**config.mk**
```make
export PLATFORM = sky130hd
export DESIGN_NAME = router_outport
export DESIGN_NICKNAME = d
export VERILOG_FILES = /design/src/rtl/router_outport.sv
export SDC_FILE = /design/constraint.sdc
export NUM_CORES = 1
export LEC_CHECK = 0
export BUFFER_PORTS_ARGS = -buffer_cell sky130_fd_sc_hd__buf_2
export CAP_MARGIN = 20
export CORE_ASPECT_RATIO = 0.5
export CORE_MARGIN = 3
export CORE_UTILIZATION = 47
export DETAILED_ROUTE_END_ITERATION = 12
export PLACE_DENSITY = 0.8
export SKIP_CTS_REPAIR_TIMING = 1
export SYNTH_ARGS = -nofsm -noshare
export SYNTH_HDL_FRONTEND = slang
export SYNTH_SLANG_ARGS = --single-unit
```
**constraint.sdc**
```tcl
create_clock -name clk -period 2.8 [get_ports clk]
set_clock_uncertainty 0.05 [all_clocks]
set_input_delay 0.14 -clock clk [delete_from_list [all_inputs] [get_ports clk]]
set_output_delay 0.14 -clock clk [all_outputs]
set_load 0.005 [all_outputs]
```
**src/rtl/router_outport.sv**
```systemverilog
// -----------------------------------------------------------------------------
// router_outport
//
// Output-port stage of the router. Sits directly downstream of the per-link
// input buffers, arbitrates between NIN byte streams at packet granularity and
// forwards the granted stream through a single registered output stage.
//
// Packet format: one header byte followed by hdr[LENW-1:0] payload bytes. Once
// an input is granted it keeps the grant until its whole packet has passed,
// however long that takes (no timeout, no preemption).
//
// Handshake (all streams): a byte moves on a rising clk edge when valid and
// ready are both high in that cycle. A source holds valid and data stable
// until accepted; ready may be asserted or withdrawn at any time.
//
// Optional build macro:
//   ROUTER_OUTPORT_PRIO_EN - input 0 gets strict priority at arbitration time;
//                            the round-robin pointer then cycles over inputs
//                            1..NIN-1 only and is not moved by grants to 0.
//
// Ports:
//   clk, rst_n   clock (rising edge), asynchronous active-low reset
//   in_valid     per-input byte valid (from input buffer rvalid)
//   in_data      per-input bytes, input i at [i*DW +: DW]
//   in_rdy       per-input accept (to input buffer rrdy), combinational
//   out_valid    output byte valid, registered
//   out_data     output byte, registered
//   out_rdy      downstream accept
//   out_sop      registered, high while out_data holds a header byte
//   dbg_state    FSM state (0 = IDLE, 1 = XFER)
//   dbg_grant    currently granted input
//   dbg_rr_ptr   round-robin search start for the next arbitration
// -----------------------------------------------------------------------------
module router_outport #(
  parameter int NIN  = 4,
  parameter int DW   = 8,
  parameter int LENW = 3,
  localparam int GW  = $clog2(NIN)
) (
  input  logic              clk,
  input  logic              rst_n,
  input  logic [NIN-1:0]    in_valid,
  input  logic [NIN*DW-1:0] in_data,
  output logic [NIN-1:0]    in_rdy,
  output logic              out_valid,
  output logic [DW-1:0]     out_data,
  input  logic              out_rdy,
  output logic              out_sop,
  output logic              dbg_state,
  output logic [GW-1:0]     dbg_grant,
  output logic [GW-1:0]     dbg_rr_ptr
);

  typedef enum logic {
    IDLE = 1'b0,
    XFER = 1'b1
  } state_t;

`ifdef ROUTER_OUTPORT_PRIO_EN
  // Input 0 sits outside the round-robin ring, so the pointer starts at 1.
  localparam logic [GW-1:0] RR_RST = GW'(1);
`else
  localparam logic [GW-1:0] RR_RST = '0;
`endif

  state_t          state_q, state_d;
  logic [GW-1:0]   grant_q;
  logic [GW-1:0]   rr_ptr_q;
  logic [LENW-1:0] remaining_q;
  logic            first_q;

  logic [DW-1:0]   sel_data;
  logic [LENW-1:0] hdr_len;
  logic            out_free;
  logic            xfer;
  logic            pkt_end;
  logic [GW-1:0]   arb_win;
  logic [GW-1:0]   arb_idx;
  logic            arb_found;
  logic [GW-1:0]   rr_next;
`ifdef ROUTER_OUTPORT_PRIO_EN
  int              arb_j;
`endif

  // ---------------------------------------------------------------------------
  // Datapath helpers
  // ---------------------------------------------------------------------------

  // Byte currently offered by the granted input.
  always_comb begin
    sel_data = '0;
    for (int i = 0; i < NIN; i++) begin
      if (grant_q == GW'(i)) sel_data = in_data[i*DW +: DW];
    end
  end

  assign hdr_len  = sel_data[LENW-1:0];
  // The output register can take a new byte if it is empty or draining now.
  assign out_free = !out_valid || out_rdy;
  assign xfer     = in_valid[grant_q] && in_rdy[grant_q];
  // End is decided before the decrement, so remaining never wraps below 0.
  assign pkt_end  = xfer && (first_q ? (hdr_len == '0)
                                     : (remaining_q == LENW'(1)));

  // ---------------------------------------------------------------------------
  // Arbiter: first valid input at or after rr_ptr, with wrap.
  // ---------------------------------------------------------------------------
`ifdef ROUTER_OUTPORT_PRIO_EN
  always_comb begin
    arb_win   = rr_ptr_q;
    arb_found = 1'b0;
    arb_idx   = '0;
    arb_j     = 0;
    if (in_valid[0]) begin
      arb_win   = '0;
      arb_found = 1'b1;
    end else begin
      // Ring over 1..NIN-1 only; NIN-1 wraps back to 1.
      for (int k = 0; k < NIN - 1; k++) begin
        arb_j = int'(rr_ptr_q) + k;
        if (arb_j > NIN - 1) arb_j = arb_j - (NIN - 1);
        arb_idx = GW'(arb_j);
        if (!arb_found && in_valid[arb_idx]) begin
          arb_win   = arb_idx;
          arb_found = 1'b1;
        end
      end
    end
  end

  // Grants to input 0 leave the ring position untouched.
  always_comb begin
    if (grant_q == '0) begin
      rr_next = rr_ptr_q;
    end else if (grant_q == GW'(NIN - 1)) begin
      rr_next = GW'(1);
    end else begin
      rr_next = grant_q + GW'(1);
    end
  end
`else
  always_comb begin
    arb_win   = rr_ptr_q;
    arb_found = 1'b0;
    arb_idx   = '0;
    for (int k = 0; k < NIN; k++) begin
      // NIN is a power of two, so the GW-bit sum wraps modulo NIN.
      arb_idx = rr_ptr_q + GW'(k);
      if (!arb_found && in_valid[arb_idx]) begin
        arb_win   = arb_idx;
        arb_found = 1'b1;
      end
    end
  end

  assign rr_next = grant_q + GW'(1);
`endif

  // ---------------------------------------------------------------------------
  // FSM: state register
  // ---------------------------------------------------------------------------
  always_ff @(posedge clk or negedge rst_n) begin
    if (!rst_n) begin
      state_q <= IDLE;
    end else begin
      state_q <= state_d;
    end
  end

  // FSM: next state
  always_comb begin
    state_d = state_q;
    case (state_q)
      IDLE:    if (|in_valid) state_d = XFER;
      XFER:    if (pkt_end)   state_d = IDLE;
      default: state_d = IDLE;
    endcase
  end

  // FSM: outputs. Only the granted input can be accepted, and only while
  // the output register has room; IDLE is a pure arbitration bubble.
  always_comb begin
    in_rdy = '0;
    if (state_q == XFER && out_free) in_rdy[grant_q] = 1'b1;
  end

  // ---------------------------------------------------------------------------
  // Grant / packet tracking and output register
  // ---------------------------------------------------------------------------
  always_ff @(posedge clk or negedge rst_n) begin
    if (!rst_n) begin
      grant_q     <= '0;
      rr_ptr_q    <= RR_RST;
      remaining_q <= '0;
      first_q     <= 1'b0;
      out_valid   <= 1'b0;
      out_data    <= '0;
      out_sop     <= 1'b0;
    end else begin
      if (state_q == IDLE && |in_valid) begin
        grant_q <= arb_win;
        first_q <= 1'b1;
      end

      if (xfer) begin
        if (first_q) begin
          remaining_q <= hdr_len;
          first_q     <= 1'b0;
        end else begin
          remaining_q <= remaining_q - LENW'(1);
        end
      end

      if (pkt_end) rr_ptr_q <= rr_next;

      // A load in the same cycle as a drain replaces the byte with no bubble.
      if (xfer) begin
        out_valid <= 1'b1;
        out_data  <= sel_data;
        out_sop   <= first_q;
      end else if (out_valid && out_rdy) begin
        out_valid <= 1'b0;
      end
    end
  end

  assign dbg_state  = state_q;
  assign dbg_grant  = grant_q;
  assign dbg_rr_ptr = rr_ptr_q;

endmodule

```
After elaboration in Yosys (flattened, before gate mapping)
Index checks and enable logic that the tools add are counted.
W data, S select, Z words.
{ "word_totals": {"ramBits": 0, "mem_bits_ro": 0, "elab_cells": 77, "input_bits": 39, "register_bits": 19, "latch_bits": 0, "out_inout_bits": 19, "memories": 0} }
{ "op_classes": {"n_addsub": 5, "n_bitwise": 1, "multipliers": 0, "n_shift": 0, "eq_ne": 4, "magnitude_cmp": 6, "div": 0, "muxes": 35, "n_reduce_logical": 18} }
{ "ops": {"columns": ["op", "count"], "rows": [
  ["$mux W8", 4],
  ["$mux W1", 18],
  ["$lt A2 B3 Y1 const B", 5],
  ["$bmux W1 S2", 6],
  ["$logic_and A1 B1 Y1", 9],
  ["$mux W2", 3],
  ["$add A2 B1 Y2 const B", 2],
  ["$add A2 B2 Y2 const B", 2],
  ["$eq A2 B2 Y1 const B", 2],
  ["$logic_not A1 Y1", 4],
  ["$mux W4", 1],
  ["$reduce_or A4 Y1", 1],
  ["$eq A3 B1 Y1 const B", 1],
  ["$logic_not A3 Y1", 1],
  ["$mux W3", 1],
  ["$sub A3 B1 Y3 const B", 1],
  ["$demux W1 S2", 1],
  ["$eq A2 B1 Y1 const B", 1],
  ["$ge A2 B1 Y1 const B", 1],
  ["$logic_not A2 Y1", 1],
  ["$pmux W1 S2", 1],
  ["$reduce_bool A2 Y1", 1],
  ["$logic_or A1 B1 Y1", 1],
  ["$not A1 Y1", 1]
]} }

Logic depth before layout (Yosys ltp)
{ "depth": {"word_depth": 12, "ltp_mapped": 9, "mapped_depth_nobuf": 7} }

Least setup slack after synthesis
No wires, ideal clock.
{ "synth_path": {"path_type": "register to register", "start": "register grant_q[0], in the netlist dbg_grant[0]", "end": "register rr_ptr_q[1], in the netlist dbg_rr_ptr[1]", "t_arrival_ps": 2011, "setup_slack_ps": 670, "setup_time_ps": 69, "path_stages_with_launch": 8, "period_less_slack_ps": 2130, "path_buffers": 0, "required_time_ps": 2681, "path_cell_list": "dfrtp_1 -> inv_1 -> ha_1 -> nand2_1 -> mux4_2 -> nand2b_4 -> or4_1 -> nand3_1"} }
{ "synth_via": {"elab_chain_len": 9, "elab_cells_between_ends": 23, "classes_between": "add/sub: 1; order compare: 2; eq/ne: 3; mux: 12; reduce/logical: 5"} }
{ "synth_rtl": {"columns": ["element", "line_no", "text"], "rows": [
  ["start, declared", "67", "logic [GW-1:0] grant_q;"],
  ["start signal, assigned", "201", "grant_q <= arb_win;"],
  ["$lt A2 B3 Y1 (implied by the code) / $ge A2 B1 Y1 (equally long branches)", "184", "if (state_q == XFER && out_free) in_rdy[grant_q] = 1'b1;"],
  ["$logic_and A1 B1 Y1 (implied by the code)", "184", null],
  ["$mux W1 (implied by the code)", "184", null],
  ["$demux W1 S2", "184", null],
  ["$mux W4", "184", null],
  ["$bmux W1 S2", "100", "assign xfer = in_valid[grant_q] && in_rdy[grant_q];"],
  ["$mux W1 (implied by the code)", "100", null],
  ["$logic_and A1 B1 Y1", "100", null],
  ["$logic_and A1 B1 Y1", "102", "assign pkt_end = xfer && (first_q ? (hdr_len == '0)"],
  ["end signal, assigned", "214", "if (pkt_end) rr_ptr_q <= rr_next;"],
  ["end, declared", "68", "logic [GW-1:0] rr_ptr_q;"]
]} }
Parallel ways exist; a longest one is shown, timed or not. The select of a mux whose other input is x is not followed.
A chain may end at the register's enable or synchronous reset.

Worst setup path after layout
{ "layout_path": {"start": "register grant_q[1], in the netlist dbg_grant[1]", "end": "register rr_ptr_q[0], in the netlist dbg_rr_ptr[0]"} }
{ "layout_via": {"elab_chain_len": 9, "elab_cells_between_ends": 22, "classes_between": "order compare: 2; eq/ne: 3; mux: 12; reduce/logical: 5"} }
{ "layout_rtl": {"columns": ["element", "line_no"], "rows": [
  ["$lt A2 B3 Y1 (implied by the code) / $ge A2 B1 Y1 (equally long branches)", "184"],
  ["$logic_and A1 B1 Y1 (implied by the code)", "184"],
  ["$mux W1 (implied by the code)", "184"],
  ["$demux W1 S2", "184"],
  ["$mux W4", "184"],
  ["$bmux W1 S2", "100"],
  ["$mux W1 (implied by the code)", "100"],
  ["$logic_and A1 B1 Y1", "100"],
  ["$logic_and A1 B1 Y1 *", "102"]
]} }
Mark *: on every way between the ends. The rest lies on a longest branch, timed or not. The select of a mux whose other input is x is not followed.

==> out/metrics.cfg <==
[finish]
area_growth_pct=27.54
stdcell_count=249
n_antenna_cell=0
drive_gt1_share_pct=32.71
nNetsFinal=260
fillers=200
final_area_um2=1680

[drt]
ant_nets=0
routed_wl_mm=3.508
avgViaCountPerCell=5.482
wl_per_cell_um=14.09
drtIter0Drc=92
num_vias=1365
firstDrtPassIters=4
drc_errors=0

[grt]
grt_pass1_wl_mm=5.526
grt_overflow_total=0
grt_pass1_vias=1217
grt_use_total_pct=20.33
antenna_found_initial=0
grt_start_max_net_pins=20

[sta]
hold_viol=0
hold_slack_ns=0.1298
maxSlewViolCount=0
maxSlewHeadroom_pct=55.80
tns_ns=0
setup_violations=0
rsz0062_at_grt=false
period_share_pct=88.53
layout_min_cycle_time_ns=2.479
worst_pin_slew_ns=0.6560
max_freq_mhz=403.4

[pwr]
switchingPower_w=0.0007895
seqPwrFrac_pct=28.9
p_clk_share_pct=10.8
p_int_w=0.0009933
p_per_area_nw_per_um2=1061
leakage_nw=0.8364
p_total_w=0.001783
switching_share_pct=44.28
p_comb_share_pct=60.3
ir_drop_mv=0.3910

[yosys]
synthesis.instances=158
yosys_register_bits=19
synth-main-ff-cell=dfrtp_1
synth_common_cells=a21oi_1 (19), dfrtp_1 (19), nor2_1 (17)
synth_edf_count=0
synthDistinctLibCells=34
yosysSeqAreaShare_pct=36.09
syn_nets=203
syn_area_per_cell_um2=8.339
async_reset_ff_share_pct=100.0
yosysWarningCount=0
yosys-top-cells-area=dfrtp_1 (36%), a21oi_1 (7.2%), ha_1 (5.7%)
syn_area_um2=1318
synth_largest_area_cell=dfrtp_1
yosysTopAreaCellShare_pct=36.09

[floorplanning]
coreArea_um2=2432
die_h_um=43.44
rows=12
initial_utilization_pct=54.17
ios=58
die_w_um=80.88
dieArea_um2=3513

[critical_path]
path_class=reg2reg
reg2reg_from=dbg_grant[1]$_DFFE_PN0P_
critPathCaptureType=flop
reg2reg_slack_ns=0.32
rr_worst_depth=7
critPathMaxFanout=14
cp.arrival_ns=2.63
crit_start=dbg_grant[1]$_DFFE_PN0P_
reg2reg_to=dbg_rr_ptr[0]$_DFFE_PN0P_
crit_end=dbg_rr_ptr[0]$_DFFE_PN0P_
cp.required_ns=2.95
startpoint_type=flop

[place]
place_area_um2=1624
place_inst=244
port_buffers=57
dpl.hpwl_mm=2.731
gp_congestion=0.7970

[cts]
insertion_delay_ns=0.26
htreeDepth=1
cts_buffer_depth=2
clk_pin_slew_ns=0.07
cts_made_buffers=3
clockRootBuffer=clkbuf_8
cts_tree=done
cts.sinks=19

[worst_hold_path]
hold_path.class=in2reg

[job]
drv_cap=0

[status]
outcome=completed

==> cells by family (layout without fill, tap and decap cells) <==
kind of cell	count (synthesis)	count (layout)	share of synthesized area, %
adders and majority gates	6	6	5.698
muxes	5	5	4.938
buffers and inverters	17	73	5.698
and+or+nand+nor	65	65	25.26
AOI/OAI and AO/OA	46	46	22.32
DFF	19	19	36.09
==> how the worst min path moves through the flow <==
| stage | slack, ns | cells past startpoint | start | to |
|---|---|---|---|---|
| after floorplan | -0.21 | 0 | rst_n | dbg_grant[0]$_DFFE_PN0P_ |
| after global placement | 0.05 | 1 | rst_n | out_data[6]$_DFFE_PN0P_ |
| after detailed placement | 0.05 | 1 | rst_n | out_data[6]$_DFFE_PN0P_ |
| after CTS | -0.23 | 1 | rst_n | out_data[6]$_DFFE_PN0P_ |
| after global routing | 0.16 | 3 | in_data[31] | out_data[7]$_DFFE_PN0P_ |
| final | 0.13 | 3 | in_data[30] | out_data[6]$_DFFE_PN0P_ |
==> state kept, by name, summed over array words and instances (netlist names) <==
name,cells
first_q,1
remaining_q,3
out_data,8
dbg_grant,2
dbg_rr_ptr,2
out_valid,1
dbg_state,1
out_sop,1
==> metal layers <==
metal	up-vias	share of wire, %	global-route usage [%]
li1	686	-	-
met4	0	1.0	5.724
met2	51	45	33.61
met3	4	8.4	5.394
met1	624	46	26.55
met5	-	0	0
==> critical path, stage by stage, from the launching register on <==
cell and delay, ns:
dfrtp_1 0.40, inv_1 0.13, ha_1 0.44, nand2_1 0.09, mux4_2 0.48, nand2b_4 0.21
or4_1 0.52, nand3_1 0.09
==> area by class of cell <==
type | instances | area, µm² | area share [%]
Clock inverter | 1 | 5.005 | 0.2978
Clock buffer | 3 | 41.29 | 2.457
Inverter | 8 | 30.03 | 1.787
Timing Repair Buffer | 61 | 317.8 | 18.91
Multi-Input combinational cell | 122 | 767.0 | 45.64
Tap cell | 35 | 43.79 | 2.606
Sequential cell | 19 | 475.5 | 28.29
==> cells in the final DEF (no fill, tap or decap), types with 2 or more instances in the layout <==
| cell type | Yosys | final |
|---|---|---|
| a21oi_1 | 19 | 19 |
| a221oi_1 | 5 | 5 |
| and2_1 | 2 | 2 |
| and3_1 | 4 | 4 |
| buf_2 | 0 | 57 |
| buf_4 | 3 | 3 |
| clkbuf_8 | 0 | 3 |
| dfrtp_1 | 19 | 19 |
| ha_1 | 6 | 6 |
| inv_1 | 8 | 8 |
| mux2_2 | 2 | 2 |
| mux2i_1 | 2 | 2 |
| nand2_1 | 16 | 16 |
| nand2b_1 | 2 | 2 |
| nand3_1 | 4 | 4 |
| nor2_1 | 17 | 17 |
| nor2b_1 | 7 | 7 |
| nor3_1 | 5 | 5 |
| o211a_1 | 2 | 2 |
| o211ai_1 | 3 | 3 |
| o21ai_0 | 8 | 8 |
| o221ai_1 | 2 | 2 |
| o22ai_1 | 3 | 3 |
| or4_1 | 2 | 2 |
==> power groups by stage <==
| stage | logic (W) | clock network (W) | registers [W] |
|---|---|---|---|
| floorplan | 0.000780 | 0 | 0.000489 |
| global placement | 0.00104 | 0 | 0.000513 |
| detailed placement | 0.00107 | 0 | 0.000516 |
| CTS | 0.00108 | 0.000193 | 0.000513 |
| global route | 0.00123 | 0.000207 | 0.000535 |
| finish | 0.00107 | 0.000192 | 0.000515 |
==> through the flow <==
step	setup WS [ns]	utilization [%]
floorplan	0.6704	-
CTS	0.3164	68.67
global route	0.05226	69.08
finish	0.3211	69.08
detailed placement	0.3628	66.77
global placement	0.4194	66.77
No activity file was read; power rests on OpenSTA's default activity.
